## src/rtl/ram_b1_ctrl.sv

```systemverilog
// Beta-RAM B1 burst controller: independent write and read burst FSMs driving registered RAM controls.
// Optional macro B1_HAZARD_CHECK_EN holds a read off a layer until the in-flight write to it completes.
module ram_b1_ctrl #(
    parameter int AW = 9,
    parameter int LW = 5
) (
    input  logic          clk,
    input  logic          rst,
    input  logic          wr_req,
    input  logic [LW-1:0] wr_layer,
    input  logic [AW-1:0] wr_base,
    input  logic          rd_req,
    input  logic [LW-1:0] rd_layer,
    input  logic [AW-1:0] rd_base,
    output logic          wr_ready,
    output logic          rd_ready,
    output logic          w_en,
    output logic [LW-1:0] layer_w,
    output logic [AW-1:0] w_address,
    output logic [3:0]    cnta,
    output logic          r_en,
    output logic [LW-1:0] layer_r,
    output logic [AW-1:0] r_address,
    output logic [3:0]    cntb,
    output logic          rd_valid,
    output logic          rd_last,
    output logic          wr_done,
    output logic          req_err
);
    typedef enum logic {W_IDLE, W_BURST} w_state_t;
    typedef enum logic [1:0] {R_IDLE, R_WAIT, R_BURST} r_state_t;

    w_state_t      w_state, w_state_n;
    r_state_t      r_state, r_state_n;
    logic [3:0]    w_len, w_len_n, r_len, r_len_n;
    logic          r_last, r_last_n;   // current read beat is the final one
    logic          w_en_n, wr_done_n, r_en_n, rd_valid_n, rd_last_n, req_err_n;
    logic [3:0]    cnta_n, cntb_n;
    logic [LW-1:0] layer_w_n, layer_r_n;
    logic [AW-1:0] w_address_n, r_address_n;
    logic          wr_acc, rd_acc, wr_legal, rd_legal, rd_hazard;

    function automatic logic layer_legal(input logic [LW-1:0] layer);
        return (layer != '0) && (layer <= LW'(8));
    endfunction

    function automatic logic [3:0] burst_len(input logic [LW-1:0] layer);
        if (layer == LW'(8)) return 4'd4;
        if (layer == LW'(7)) return 4'd2;
        return 4'd1;
    endfunction

    assign wr_ready = (w_state == W_IDLE);
    assign rd_ready = (r_state == R_IDLE);
    assign wr_acc   = wr_req && wr_ready;
    assign rd_acc   = rd_req && rd_ready;
    assign wr_legal = layer_legal(wr_layer);
    assign rd_legal = layer_legal(rd_layer);

`ifdef B1_HAZARD_CHECK_EN
    // A write still owning the layer (not on its final beat) or starting on it this edge blocks the read.
    assign rd_hazard = ((w_state == W_BURST) && !wr_done && (layer_w == rd_layer))
                    || (wr_acc && wr_legal && (wr_layer == rd_layer));
`else
    assign rd_hazard = 1'b0;
`endif

    always_comb begin
        // NOTE: every next value gets a default first so no path through the case infers a latch.
        w_state_n   = w_state;
        w_en_n      = 1'b0;
        cnta_n      = 4'd0;
        wr_done_n   = 1'b0;
        layer_w_n   = layer_w;
        w_address_n = w_address;
        w_len_n     = w_len;
        unique case (w_state)
            W_IDLE: begin
                if (wr_acc && wr_legal) begin
                    w_state_n   = W_BURST;
                    w_en_n      = 1'b1;
                    layer_w_n   = wr_layer;
                    w_address_n = wr_base;
                    w_len_n     = burst_len(wr_layer);
                    wr_done_n   = (burst_len(wr_layer) == 4'd1);
                end
            end
            W_BURST: begin
                if (wr_done) begin
                    w_state_n = W_IDLE;
                end else begin
                    w_en_n    = 1'b1;
                    cnta_n    = cnta + 4'd1;
                    wr_done_n = (cnta + 4'd2 == w_len);
                end
            end
        endcase
    end

    always_comb begin
        r_state_n   = r_state;
        r_en_n      = 1'b0;
        cntb_n      = 4'd0;
        r_last_n    = 1'b0;
        layer_r_n   = layer_r;
        r_address_n = r_address;
        r_len_n     = r_len;
        case (r_state)
            R_IDLE: begin
                if (rd_acc && rd_legal) begin
                    layer_r_n   = rd_layer;
                    r_address_n = rd_base;
                    r_len_n     = burst_len(rd_layer);
                    if (rd_hazard) begin
                        r_state_n = R_WAIT;
                    end else begin
                        r_state_n = R_BURST;
                        r_en_n    = 1'b1;
                        r_last_n  = (burst_len(rd_layer) == 4'd1);
                    end
                end
            end
            R_WAIT: begin
                if (wr_done) begin
                    r_state_n = R_BURST;
                    r_en_n    = 1'b1;
                    r_last_n  = (r_len == 4'd1);
                end
            end
            R_BURST: begin
                if (r_last) begin
                    r_state_n = R_IDLE;
                end else begin
                    r_en_n   = 1'b1;
                    cntb_n   = cntb + 4'd1;
                    r_last_n = (cntb + 4'd2 == r_len);
                end
            end
            default: r_state_n = R_IDLE;
        endcase
    end

    // The RAM read data appears one cycle after r_en, so valid/last trail the read beats.
    assign rd_valid_n = r_en;
    assign rd_last_n  = r_en && r_last;
    assign req_err_n  = (wr_acc && !wr_legal) || (rd_acc && !rd_legal);

    // NOTE: non-blocking assignments so every flop samples pre-edge values regardless of block order.
    always_ff @(posedge clk or negedge rst) begin
        if (!rst) begin
            w_state   <= W_IDLE;
            r_state   <= R_IDLE;
            w_len     <= 4'd0;
            r_len     <= 4'd0;
            r_last    <= 1'b0;
            w_en      <= 1'b0;
            cnta      <= 4'd0;
            wr_done   <= 1'b0;
            layer_w   <= '0;
            w_address <= '0;
            r_en      <= 1'b0;
            cntb      <= 4'd0;
            layer_r   <= '0;
            r_address <= '0;
            rd_valid  <= 1'b0;
            rd_last   <= 1'b0;
            req_err   <= 1'b0;
        end else begin
            w_state   <= w_state_n;
            r_state   <= r_state_n;
            w_len     <= w_len_n;
            r_len     <= r_len_n;
            r_last    <= r_last_n;
            w_en      <= w_en_n;
            cnta      <= cnta_n;
            wr_done   <= wr_done_n;
            layer_w   <= layer_w_n;
            w_address <= w_address_n;
            r_en      <= r_en_n;
            cntb      <= cntb_n;
            layer_r   <= layer_r_n;
            r_address <= r_address_n;
            rd_valid  <= rd_valid_n;
            rd_last   <= rd_last_n;
            req_err   <= req_err_n;
        end
    end
endmodule

```

## config.mk

```make
export PLATFORM = sky130hd
export DESIGN_NAME = ram_b1_ctrl
export DESIGN_NICKNAME = d
export VERILOG_FILES = /design/src/rtl/ram_b1_ctrl.sv
export SDC_FILE = /design/constraint.sdc
export NUM_CORES = 1
export LEC_CHECK = 0
export ABC_AREA = 1
export CAP_MARGIN = 0
export CORE_MARGIN = 2
export CORE_UTILIZATION = 46
export DETAILED_ROUTE_END_ITERATION = 8
export PLACE_DENSITY = 0.91
export SYNTH_ARGS = -nofsm -noshare
export SYNTH_HDL_FRONTEND = slang
export SYNTH_SLANG_ARGS = --single-unit
export TNS_END_PERCENT = 50
```

## constraint.sdc

```tcl
create_clock -name clk -period 1.4 [get_ports clk]
set_input_delay 0.28 -clock clk [delete_from_list [all_inputs] [get_ports clk]]
set_output_delay 0.28 -clock clk [all_outputs]
set_load 0.05 [all_outputs]
```

; Word level (Yosys, flattened, before mapping)
; Cells that the tools add are included.
[op_classes]
n_addsub = 4
multipliers = 0
div_mod_pow = 0
magnitude_cmp = 2
n_eq_ne = 14
shift = 0
n_mux = 48
bitwise_logic = 1
n_reduce_logical = 18
[op_table]
columns = op, count
row1 = 4-bit 2-to-1 mux, 16
row2 = 1-bit 2-to-1 mux, 24
row3 = "4-bit by 1-bit equality test with 1-bit output, second input constant", 3
row4 = "5-bit by 3-bit equality test with 1-bit output, second input constant", 2
row5 = "5-bit by 4-bit equality test with 1-bit output, second input constant", 2
row6 = "5-bit by 4-bit <= comparator with 1-bit output, second input constant", 2
row7 = 5-bit nonzero test, 2
row8 = 1-bit logical AND, 9
row9 = "4-bit by 1-bit adder with 4-bit output, second input constant", 2
row10 = "4-bit by 2-bit adder with 4-bit output, second input constant", 2
row11 = 4-bit equality test, 2
row12 = 2-bit 2-to-1 mux, 3
row13 = 1-bit case mux with 3 select lines, 2
row14 = 2-bit case mux with 3 select lines, 1
row15 = "2-bit != test, second input constant", 2
row16 = 1-bit case mux with 2 select lines, 2
row17 = 2-bit AND reduction, 2
row18 = 3-bit AND reduction, 1
row19 = "2-bit by 1-bit equality test with 1-bit output, second input constant", 1
row20 = "2-bit equality test, second input constant", 1
row21 = 1-bit logical NOT, 2
row22 = 2-bit logical NOT, 1
row23 = "2-bit by 1-bit != test with 1-bit output, second input constant", 1
row24 = 1-bit logical OR, 1
row25 = 1-bit inverter, 1
[word_totals]
reg_bits = 53
latch_bits = 0
mem_bits_rw = 0
mem_bits_ro = 0
in_bits = 32
out_inout_bits = 44
elab_cells = 103
memories = 0

; Longest topological paths before layout
; Gate-level depths: netlist (run 1).
[logic_depth]
word_depth = 15
mapped_depth = 8
ltp_nobuf = 7

; Least setup slack after synthesis (run 1)
; No wires, ideal clock.
[synth_timing]
kind = register to register
startpoint = register w_state
endpoint = register cnta[2]
setup_ps = 66
arrival_time_ps = 1572
path_slack_ps = -238
stages_incl_launch_ff = 6
path_buffers = 0
period_less_slack_ps = 1638
path_cell_list = dfrtp_1 > inv_1 > nor2_1 > inv_1 > a21oi_1 > o21a_1
[synth_between]
elab_chain_len = 1
[synth_lines]
columns = element, line_no
row1 = start: declaration, 33  ; w_state_t w_state, w_state_n;
row2 = start signal: assignment, 169  ; w_state <= w_state_n;
row3 = 4-bit 2-to-1 mux, 77  ; unique case (w_state)
row4 = net cnta_n[2], 38  ; logic [3:0] cnta_n, cntb_n;
row5 = end signal: assignment, 175  ; cnta <= cnta_n;
row6 = end: declaration, 20  ; output logic [3:0] cnta,
; The timed path passes the listed nets, and every way through them passes these cells.
; A chain may end at the register's enable or synchronous reset.

; Final worst setup path (run 1)
[layout_timing]
startpoint = register cntb[1]
endpoint = output cntb[1]
[layout_rtl]
columns = element, line_no
row1 = start: declaration, 24  ; output logic [3:0] cntb,
row2 = start signal: assignment, 180  ; cntb <= cntb_n;
; No word-level cell between the ends.

==> results.json, run 1 <==
{
  "worst-endpoint-required_ns": 1.12,
  "detail_route.wl_per_cell_um": 13.6,
  "grt_first_pass_wirelength_um": 9810,
  "slew_violations": 0,
  "critical_path.startpoint_type": "register",
  "synth_commonest_cells": "nand2_1 (75), dfrtp_1 (50), nand3_1 (32), inv_1 (21), nand2_2 (19)",
  "power.leakage_nw": 1.91,
  "final_hold_viol_count": 0,
  "firstDrtPassIters": 4,
  "timing.final.ws_setup_ns": 0.0843,
  "clock_tree_from_tritoncts": "built",
  "post-dp-hpwl_um": 4500,
  "setup_violations_final": 0,
  "worstMarginPinSlew_ns": 0.386,
  "antenna_cells_inserted": 0,
  "placed_area_mm2": 0.00373,
  "boundaryPins": 76,
  "timing.critical_path.arrival_ns": 1.04,
  "regToRegStartpoint": "cntb[2]$_DFF_PN0_",
  "critical_path_peak_fanout": 4,
  "final.hold.worst_slack_ns": 0.452,
  "syn_area_mm2": 0.00233,
  "drcViolationCount": 0,
  "overall_power_of_the_completed_layout_mw": 9.42,
  "crit_chain": "buf_4 > buf_12",
  "syn-num-nets": 293,
  "netlist-cell-type-count": 23,
  "peakVddDrop_v": 0.00144,
  "dp.cells": 414,
  "global_route_usage_over_all_layers_pct": 23.2,
  "nNetsFinal": 392,
  "synthFlopType": "dfrtp_1",
  "netlist_instances": 257,
  "synth_top_area_cell": "dfrtp_1",
  "full_die_area_mm2": 0.00565,
  "maxCapViolations": 0,
  "multi_input_comb_area_um2": 926,
  "worstHoldPathType": "input port to async pin",
  "vias": 2067,
  "final_cell_area_mm2": 0.00386,
  "post_synth_main_area_contributors": "dfrtp_1 (54%), nand2_1 (12%), nand3_1 (6.9%), nand2_2 (5.1%), inv_1 (3.4%)",
  "io_buffer_count": 75,
  "cts_num_sinks": 50,
  "period_share_pct": 94.0,
  "synthMuxAreaShare_pct": 0,
  "layout.cells.non_filler": 424,
  "timing.slew.headroom_pct": 74.2,
  "starting_utilization_of_the_core_area_pct": 48.3,
  "core.rowCount": 25,
  "grt_max_degree": 36,
  "dr.first_iter.drc_count": 109,
  "synth_async_sr_flop_share_pct": 100,
  "timing.clock.skew_ns": 0.00892,
  "cpPeakStageDelay_ns": 0.44,
  "layout-area-overhead-vs-synth_pct": 65.6,
  "fillers": 319,
  "post_synth_and_or_nand_nor_area_fraction_pct": 33.8,
  "synth-warning-count": 0,
  "numCtsBuffers": 5,
  "antenna_left": 0,
  "status": "complete, no violations",
  "clk_latency_ns": 0.30,
  "syn_avg_cell_area_um2": 9.06,
  "netlist.area_leader.share_pct": 53.7,
  "cts.reportedPaths.clkPinSlew_ns": 0.09,
  "area.sequential_mm2": 0.00125,
  "floorplan.die.width_um": 75.1,
  "final_layout_size_suffix_gt1_share_pct": 30.5,
  "grt_setup_unrepaired": "false",
  "ys_seq_elements": 50,
  "dominant_combinational_cell_family_by_area_after_synthesis": "simple AND/OR/NAND/NOR gates",
  "cts.htree.levels": 2,
  "grt-ovfl-total": 0,
  "synth-compound-area-share_pct": 3.44,
  "power.density_mw_per_mm2": 2440,
  "layout_min_cycle_time_ns": 1.32,
  "clk_root_buffer_cell": "clkbuf_8",
  "avgViaCountPerCell": 4.88,
  "adder_and_majority_gate_portion_of_the_synthesized_area_pct": 2.15,
  "timing.reg2reg.setup_slack_ns": 0.11,
  "crit_type": "register to output pin",
  "core_area_mm2": 0.00482,
  "most_frequently_used_cell_type_in_the_post_synthesis_netlist": "nand2_1",
  "antenna_found_initial": 0,
  "postRouteWirelength_um": 5780,
  "cts_buffer_depth": 2,
  "reg_to_reg_end": "r_last$_DFF_PN0_",
  "post-place-ws_ns": -0.194,
  "crit_path_top_delay_cell": "dfrtp_2",
  "crit_path_end_kind": "output pin",
  "post_synth_edffs": 0,
  "synth-xor-area-share_pct": 0.376,
  "fmax_mhz": 760,
  "reg2reg_depth": 6,
  "grt_pass1_vias": 2100,
  "synth-seq-area-share_pct": 53.7,
  "place.gp.congestion": 0.803,
  "die_height_um": 75.1
}
-- critical path, delay by kind of cell (launching register included) --
family / cells / cell delay (ns)
flip-flops: 1 / 0.44
buffers and inverters: 2 / 0.30
-- report_power, final --
part / internal (mW) / total (mW) / switching (mW) / leakage [nW]
Combinational: 2.66 / 5.64 / 2.98 / 1.23
Sequential: 2.04 / 2.79 / 0.744 / 0.633
Clock: 0.535 / 0.992 / 0.457 / 0.0524
Total: 5.24 / 9.42 / 4.18 / 1.91
-- final cells by class --
| type | count | share of cell area, % |
|---|---|---|
| clock buffer | 7 | 1.98 |
| timing repair buffer | 98 | 36.3 |
| inverter | 23 | 2.24 |
| multi-input combinational | 178 | 24.0 |
| clock inverter | 1 | 0.779 |
| sequential | 50 | 32.5 |
| tap | 67 | 2.17 |
-- what timing repair did --
item                                    CTS  global route
endpoints found under the setup margin    0             1
endpoints found under the hold margin    15             0
resized for setup                         0             1
hold buffers                              1             0
setup buffers                             0             1
-- logic make-up (layout without fill, tap and decap cells) --
logic type	after synthesis	after routing
compound gates	14	14
xor+xnor	1	1
fa+ha+maj	4	4
buf+inv	29	129
flops	50	50
simple gates	159	159
-- registers in the layout, summed over array words and instances, names as in the netlist --
name       count
w_address      9
r_en           1
r_last         1
layer_w        5
layer_r        5
r_address      9
w_state        1
r_state        1
w_len          3
req_err        1
cnta           4
rd_last        1
rd_valid       1
r_len          3
cntb           4
wr_done        1
-- through the flow --
| step | setup TNS, ns | util, % |
|---|---|---|
| after floorplan | -0.0165 | - |
| after global placement | -4.26 | 77.5 |
| after detailed placement | -6.41 | 77.5 |
| after CTS | 0 | 79.9 |
| after global routing | 0 | 80.1 |
| final | 0 | 80.1 |
-- placed cells by master (no fill, tap or decap), types with 3 or more instances in the layout --
cell,instances
clkdlybuf4s50_1,30
buf_4,19
a21oi_1,6
nand2_2,19
inv_1,21
ha_1,4
nand3_1,32
nor2_1,17
dfrtp_2,3
buf_12,47
nand2_1,75
nor2_4,4
o21ai_0,4
dfrtp_1,47
clkbuf_8,5
-- routing by layer --
metal	global-route usage (%)	part of all wire [%]	vias to the layer above	wire, µm
li1	-	-	1006	-
met1	28.8	39	980	2270
met2	40.4	54	69	3120
met3	4.28	4.3	12	248
met4	8.58	2.6	0	149
met5	0	0	-	0
-- how the worst max path moves through the flow --
| stage | slack, ns | end | startpoint |
|---|---|---|---|
| after global routing | 0.02 | r_last$_DFF_PN0_ | cntb[2]$_DFF_PN0_ |
| after global placement | -0.13 | r_len[2]$_DFFE_PN0P_ | rd_layer[3] |
| after CTS | 0.08 | wr_ready | w_state$_DFF_PN0_ |
| after floorplan | -0.009 | cnta[2]$_DFF_PN0_ | w_state$_DFF_PN0_ |
| final | 0.08 | cntb[1] | cntb[1]$_DFF_PN0_ |
| after detailed placement | -0.19 | w_address[5]$_DFFE_PN0P_ | wr_layer[3] |
(Power assumes the default switching activity.)
==> run 2, diff against run 1 <==
CORE_ASPECT_RATIO = 0.8   (was unset)
==> results.json, run 2 (same netlist as run 1, synthesis figures left out) <==
{
  "status": "complete, no violations",
  "die_height_um": 67.6,
  "fmax_mhz": 770,
  "most-common-layout-cells": "nand2_1 (75), dfrtp_1 (48), buf_12 (47)",
  "layout_min_cycle_time_ns": 1.30,
  "crit_type": "input port to register",
  "grt_max_degree": 51,
  "floorplan.die.width_um": 83.5,
  "maxCapViolations": 0,
  "final_layout_size_suffix_gt1_share_pct": 30.6,
  "antenna_found_initial": 0,
  "clk_latency_ns": 0.29,
  "timing.hold.worst.start": "r_en$_DFF_PN0_",
  "cts_num_sinks": 50,
  "timing.critical_path.arrival_ns": 1.51,
  "postRouteWirelength_um": 5600,
  "layout.cells.non_filler": 418,
  "timing.final.ws_setup_ns": 0.101,
  "io_buffer_count": 75,
  "antenna_cells_inserted": 0,
  "crit_path_end_kind": "register",
  "place.gp.congestion": 0.788,
  "numCtsBuffers": 5,
  "critical_path.startpoint_type": "input port",
  "starting_utilization_of_the_core_area_pct": 47.0,
  "layout-area-overhead-vs-synth_pct": 64.9,
  "final_hold_viol_count": 0,
  "power.density_mw_per_mm2": 2420,
  "cts.htree.levels": 2,
  "grt-ovfl-total": 0,
  "clock_tree_from_tritoncts": "built",
  "critical_path.startpoint": "rd_layer[0]",
  "global_route_usage_over_all_layers_pct": 21.6,
  "cts.reportedPaths.clkPinSlew_ns": 0.08,
  "grt_pass1_vias": 2088,
  "grt_first_pass_wirelength_um": 9560,
  "worstHoldPathType": "register to register",
  "groute.layer.met3.usage_pct": 4.03,
  "critical_path_peak_fanout": 6,
  "drcViolationCount": 0,
  "timing.slew.headroom_pct": 81.1,
  "worstMarginPinSlew_ns": 0.283,
  "final_cell_area_mm2": 0.00384,
  "cts_buffer_depth": 2,
  "overall_power_of_the_completed_layout_mw": 9.30,
  "antenna_left": 0,
  "setup_violations_final": 0,
  "power.leakage_nw": 1.91,
  "vias": 2063,
  "core_area_mm2": 0.00495,
  "core.rowCount": 23,
  "reg_top3": "r_address: 9 flops, w_address: 9 flops",
  "nNetsFinal": 391,
  "placed_area_mm2": 0.00372,
  "global_route.usage.met1_pct": 25.7,
  "period_share_pct": 92.8,
  "layout_commonest_cell": "nand2_1",
  "avgViaCountPerCell": 4.94,
  "dr.first_iter.drc_count": 93,
  "post-place-ws_ns": -0.235,
  "dp.cells": 409,
  "grt_setup_unrepaired": "false",
  "area.sequential_mm2": 0.00125,
  "clk_root_buffer_cell": "clkbuf_8",
  "multi_input_comb_area_um2": 938,
  "regToRegStartpoint": "cntb[1]$_DFF_PN0_",
  "timing.clock.skew_ns": 0.00624,
  "gr-max-usage-layer": "met2",
  "boundaryPins": 76,
  "post_cts_buffers": 0,
  "groute.layer.met2.usage_pct": 41.1,
  "detail_route.wl_per_cell_um": 13.4,
  "fillers": 330,
  "slew_violations": 0,
  "post-dp-hpwl_um": 4370,
  "peakVddDrop_v": 0.00180,
  "worst-endpoint-required_ns": 1.61,
  "full_die_area_mm2": 0.00565,
  "firstDrtPassIters": 4
}
run 2: worst max-delay path, stage by stage:
cell	delay, ns
clkdlybuf4s50_1	0.47
nor2_4	0.17
nand2_1	0.09
nand2_2	0.09
nand2_4	0.09
buf_4	0.16
a21boi_0	0.16
run 2: layer usage:
| layer | part of all wire (%) | routed length (µm) |
|---|---|---|
| met5 | 0 | 0 |
| met4 | 0.64 | 36 |
| met3 | 4.1 | 228 |
| met2 | 52 | 2920 |
| met1 | 43 | 2420 |
run 2: cell type report:
type                            count  area share [%]
Multi-Input combinational cell    178            24.4
Clock buffer                        7            2.25
Inverter                           23            2.25
Sequential cell                    50            32.7
Timing Repair Buffer               97            36.2
Clock inverter                      1           0.130
Tap cell                           62            2.02
run 2: metrics by stage:
step           setup TNS [ns]  hold WS (ns)  utilization, %
6_report                    0         0.476            77.6
5_1_grt                     0         0.495            77.6
4_1_cts                     0         0.473            77.3
3_5_place_dp            -6.62         0.295            75.3
3_3_place_gp            -5.04         0.285            75.3
2_1_floorplan         -0.0165       -0.0156               -
run 2: final timing paths:
check                                            to  slack [ns]  cells after the start
setup / recovery             layer_r[4]$_DFFE_PN0P_        0.10                      7
hold / removal                   rd_valid$_DFF_PN0_        0.48                      0
setup reg to reg                   r_last$_DFF_PN0_        0.15                      6
hold reg to reg                  rd_valid$_DFF_PN0_        0.48                      0
max in group asynchronous         cntb[1]$_DFF_PN0_        0.64                      3
min in group asynchronous  w_address[3]$_DFFE_PN0P_        0.50                      3
run 2: what timing repair did:
action	in CTS	in global routing
setup endpoints to repair	0	2
hold buffers	1	0
endpoints found under the hold margin	50	0
resized for setup	0	2
run 2: report_power, final:
group | internal (mW) | total, mW | switching, mW
logic | 2.67 | 5.65 | 2.97
clock network | 0.399 | 0.851 | 0.452
registers | 2.04 | 2.80 | 0.758
total | 5.11 | 9.30 | 4.18
==> edit 1, RTL diff (config.mk and constraints of run 1) <==
Build with the macro `B1_HAZARD_CHECK_EN` defined.
--- a/src/rtl/ram_b1_ctrl.sv
+++ b/src/rtl/ram_b1_ctrl.sv
@@ -2,2 +2,4 @@
 // Optional macro B1_HAZARD_CHECK_EN holds a read off a layer until the in-flight write to it completes.
+`define B1_HAZARD_CHECK_EN
+
 module ram_b1_ctrl #(
Behaviour: not the same (a bounded check fails within 4 cycles, from zero or initial values and one cycle with rst low).
==> edit 1 against run 1 <==
- the flow now finishes with violations (setup timing)
- wire length rose by 44%
- synthesized cell count rose by 5.1%
- power rose by 5.9%
- sequential power rose by 2%
- worst setup slack got worse by 180 ps
- area after synthesis fell by 1.3%
- sequential cell count rose by 1
- final area rose by 4.5%
- critical endpoint is now w_len[2]
==> edit 1: results (changes against run 1) <==
| Metric | Value |
|---|---|
| Largest net degree at the start of global routing | 52 (+44%) |
| Measured slew at the worst slew-check pin | 301 ps (-85.5 ps) |
| Placed cell areas | 3800 um2 (+1.9%) |
| GRT Util Overall | 0.290 (+0.0580) |
| Syn Area/Cell | 8.51 um2 (-6.1%) |
| WHS | 437 ps (-14.8 ps) |
| Failing checks | setup timing |
| Worst Path Max Fanout | 6 (+2) |
| Reg2reg end | w_len[2] |
| Sequential fraction of the synthesis area | 0.556 (+0.0182) |
| Critical-path top delay cell | dlygate4sd2_1 |
| Dpl ws | -430 ps (-237 ps) |
| Worst Hold Class | input port to register |
| Reg2Reg Setup Slack | -60 ps (-170 ps) |
| Synthesized Nets | 306 (+4.4%) |
| Nets | 423 (+7.9%) |
| Via-to-Cell Ratio | 5.55 (+14%) |
| Clock skew | 2.84 ps (-6.09 ps) |
| Share of cells above drive strength 1 | 0.302 (-0.00378) |
| Setup violators final | 20 (+20) |
| Routed length per placed instance | 18.4 um (+35%) |
| LEAKAGE | 2.04 nW (+6.7%) |
| Crit-path max cell delay | 310 ps (-130 ps) |
| Final setup margin | -95.2 ps (-180 ps) |
| Routability cong. | 0.876 (+9.0%) |
| H-tree depth | 2 (unchanged) |
| Cell family with most CP delay | buffers and inverters |
| Worst setup startpoint | wr_layer[3] |
| Post-synth top cells | nand2_1, dfrtp_1, inv_1, nor2_1, nand3_1 |
| Setup TNS | -985 ps (-985 ps) |
| Vias in the first global route | 2467 (+17%) |
| Peak VDD IR | 0.00201 V (+39%) |
| TritonRoute pass-1 iters | 5 (+1) |
| Initial detailed-routing violation count | 267 (+140%) |
| Worst reg2reg path startpoint | w_state |
| Finished Layout Cells | 455 (+7.3%) |
| Top cells by area, synth | dfrtp_1, nand2_1, inv_1 |
| Status | finished, violations left |
[edit 1: logic make-up (layout without fill, tap and decap cells)]
family / Yosys count / after routing / synth area share
xor gates and xnor gates: 11 / 11 / 0.0419
adders and majority gates: 4 / 4 / 0.0218
buffers and inverters: 31 / 149 / 0.0583
AOI/OAI and AO/OA: 26 / 26 / 0.0708
DFF: 51 / 51 / 0.556
and+or+nand+nor: 147 / 147 / 0.252
[edit 1: per-layer routing]
metal  up-vias  track usage  share of wire
met5         -            0              0
met4         0        0.131          0.062
met3        60       0.0683          0.082
met2       198        0.500           0.50
met1      1192        0.347           0.36
li1       1077            -              -
[edit 1: how the worst max path moves through the flow]
stage	slack [ps]	endpoint	depth (start not counted)
after floorplan	-230	r_en	7
after global placement	-300	r_len[0]	7
after detailed placement	-430	layer_r[2]	8
after CTS	-20	layer_r[2]	9
after global routing	-150	r_en	7
final	-100	w_len[2]	9
[edit 1: report_power, final]
part	internal [mW]	switching (mW)	total [mW]
combinational	2.84	3.33	6.18
sequential	2.08	0.771	2.85
clock	0.452	0.492	0.944
total	5.38	4.60	9.98
[edit 1: timing repair]
item | CTS | global route
gates resized for setup | 21 | 13
buffers inserted | 3 | 2
endpoints found under the hold margin | 51 | 0
hold buffers | 1 | 0
cloned | 1 | 1
endpoints found under the setup margin | 39 | 36
pin swaps | 6 | 4
[edit 1: area by class of cell]
cell class | count | area, um2
clock buffer | 8 | 100
fill | 227 | 724
timing repair inverter | 1 | 7.51
sequential | 51 | 1280
multi-input combinational | 188 | 953
inverter | 26 | 104
tap | 67 | 83.8
timing repair buffer | 114 | 1500
[edit 1: tightest hold or removal path, delay by kind of cell]
kind	cells	cell delay (ps)
buffers and inverters	3	330
AOI/OAI and AO/OA	1	100
==> edit 2, RTL diff (settings of run 1) <==
Without the edit above. The 3 states of `r_state_t` get a one-hot encoding in 3 bits.
--- a/src/rtl/ram_b1_ctrl.sv
+++ b/src/rtl/ram_b1_ctrl.sv
@@ -30,3 +30,3 @@
     typedef enum logic {W_IDLE, W_BURST} w_state_t;
-    typedef enum logic [1:0] {R_IDLE, R_WAIT, R_BURST} r_state_t;
+    typedef enum logic [2:0] {R_IDLE = 3'b001, R_WAIT = 3'b010, R_BURST = 3'b100} r_state_t;
 
Function: same outputs for any inputs over 10 cycles, from zero or initial values and one cycle with rst low; not proved beyond that.
==> edit 2 against run 1 <==
- area after synthesis down 2.9%
- worst setup slack worse by 120 ps
- wire length increased by 2.7%
- synthesized cell count decreased by 1.9%
- final area decreased by 1.3%
- register-to-register slack got worse by 100 ps
- largest power group unchanged
- the flow now finishes with violations (setup timing)
- highest routed layer unchanged
- critical endpoint is now rd_ready
- power down 10%
- sequential cell count up 1
- worst hold slack better by 12 ps
==> edit 2: results (changes against run 1) <==
| Metric | Value |
|---|---|
| Status | finished, violations left |
| Failing checks | setup timing |
| Setup violators final | 1 (+1) |
| Final setup margin | -38.5 ps (-123 ps) |
| Post-CTS setup buffers | 1 (+1) |
| Clk buf depth | 2 (unchanged) |
| Nets | 389 (-0.77%) |
| N_diodes | 0 (unchanged) |
| Worst Hold Class | register to register |
| Root buffer cell | clkbuf_8 |
| Fill count | 282 (-12%) |
| First-pass GRT wire length | 9650 um (-1.6%) |
| Sequential fraction of the synthesis area | 0.565 (+0.0277) |
| Placed cell areas | 3700 um2 (-0.91%) |
| Initial detailed-routing violation count | 167 (+53%) |
| Post-synth top cells | nand2_1, dfrtp_1, inv_1, nand4_1, nor2_1 |
| Via count | 2063 (-0.19%) |
| Critical-path top delay cell | dfstp_2 |
| Total detailed-routing wirelength | 5940 um (+2.7%) |
| Share of cells above drive strength 1 | 0.261 (-0.0440) |
| Largest net degree at the start of global routing | 52 (+44%) |
| GRT Util Overall | 0.233 (+0.000665) |
| Post-DP HPWL | 4560 um (+1.4%) |
| Synthesized Nets | 290 (-1.0%) |
| H-tree depth | 2 (unchanged) |
| Crit-path max cell delay | 560 ps (+120 ps) |
| LEAKAGE | 1.91 nW (-0.13%) |
| Total internal power | 4.71 mW (-10%) |
| Resize count post-CTS | 2 (+2) |
| Top cells by area, synth | dfrtp_1, nand2_1, nand4_1 |
| Peak VDD IR | 0.00163 V (+13%) |
| Routability cong. | 0.922 (+15%) |
| Worst Path Arrival | 1160 ps (+120 ps) |
| Unique cell type count in the Yosys netlist | 25 (+8.7%) |
| Clock skew | 5.43 ps (-3.50 ps) |
==> edit 2: cell count changes after synthesis, moves of 4 or more <==
cell	delta
nand2_1	+19
nand3_1	-27
o21ai_1	+4
nand2_2	-17
inv_1	+4
nor2_4	-4
nor2_1	-4
o21ai_0	+4
nand4_1	+15
==> edit 2: path summary, 6_finish.rpt <==
| kind | end | slack (ps) | depth (start not counted) |
|---|---|---|---|
| setup / recovery | rd_ready | -40 | 2 |
| max in group asynchronous | r_state[0] | 620 | 3 |
| setup reg to reg | r_len[0] | 10 | 7 |
| hold reg to reg | rd_valid | 460 | 0 |
| min in group asynchronous | cnta[2] | 500 | 3 |
| hold / removal | rd_valid | 460 | 0 |
==> edit 2: per-stage QoR <==
| stage | util | setup TNS, ps | setup slack (ps) | std cells |
|---|---|---|---|---|
| 2_1_floorplan | - | -41.3 | -41.3 | 252 |
| 5_1_grt | 0.806 | -894 | -83.7 | 419 |
| 3_5_place_dp | 0.783 | -6230 | -225 | 410 |
| 3_3_place_gp | 0.783 | -3750 | -123 | 410 |
| 4_1_cts | 0.803 | -57.6 | -51.8 | 419 |
| 6_report | 0.806 | -38.5 | -38.5 | 419 |
==> edit 2: kinds of logic (layout without fill, tap and decap cells) <==
| kind of cell | count (synthesis) | in the layout | synth area share |
|---|---|---|---|
| simple gates | 138 | 138 | 0.272 |
| flops | 51 | 51 | 0.565 |
| buf+inv | 34 | 134 | 0.0703 |
| compound gates | 18 | 18 | 0.0404 |
| fa+ha+maj | 6 | 6 | 0.0332 |
| xor+xnor | 5 | 5 | 0.0194 |
==> edit 2: worst reg2reg max path: cells and delay by family, from the launching register on <==
kind	cells	cell delay, ps
fa+ha+maj	1	160
buf+inv	2	250
simple gates	4	320
flops	1	560
==> edit 2: power by group through the flow <==
stage	registers [mW]	logic [mW]	clock network (mW)
after CTS	2.64	5.02	0.848
after floorplan	3.94	0.946	0
final	2.64	5.00	0.834
after global routing	2.70	5.22	0.909
after global placement	2.62	4.88	0
after detailed placement	2.67	5.00	0
==> edit 2: final cells by class <==
| cell class | count | area (um2) | area share |
|---|---|---|---|
| sequential | 51 | 1280 | 0.336 |
| multi-input combinational | 167 | 847 | 0.223 |
| tap | 67 | 83.8 | 0.0220 |
| inverter | 27 | 104 | 0.0273 |
| clock buffer | 6 | 72.6 | 0.0191 |
| clock inverter | 2 | 12.5 | 0.00329 |
| timing repair buffer | 99 | 1410 | 0.370 |
==> edit 2: routing by layer <==
metal,vias to the layer above,track usage,part of all wire
met5,-,0,0
met4,0,0.0828,0.017
met3,11,0.0474,0.053
met2,68,0.433,0.54
met1,993,0.263,0.39
li1,991,-,-
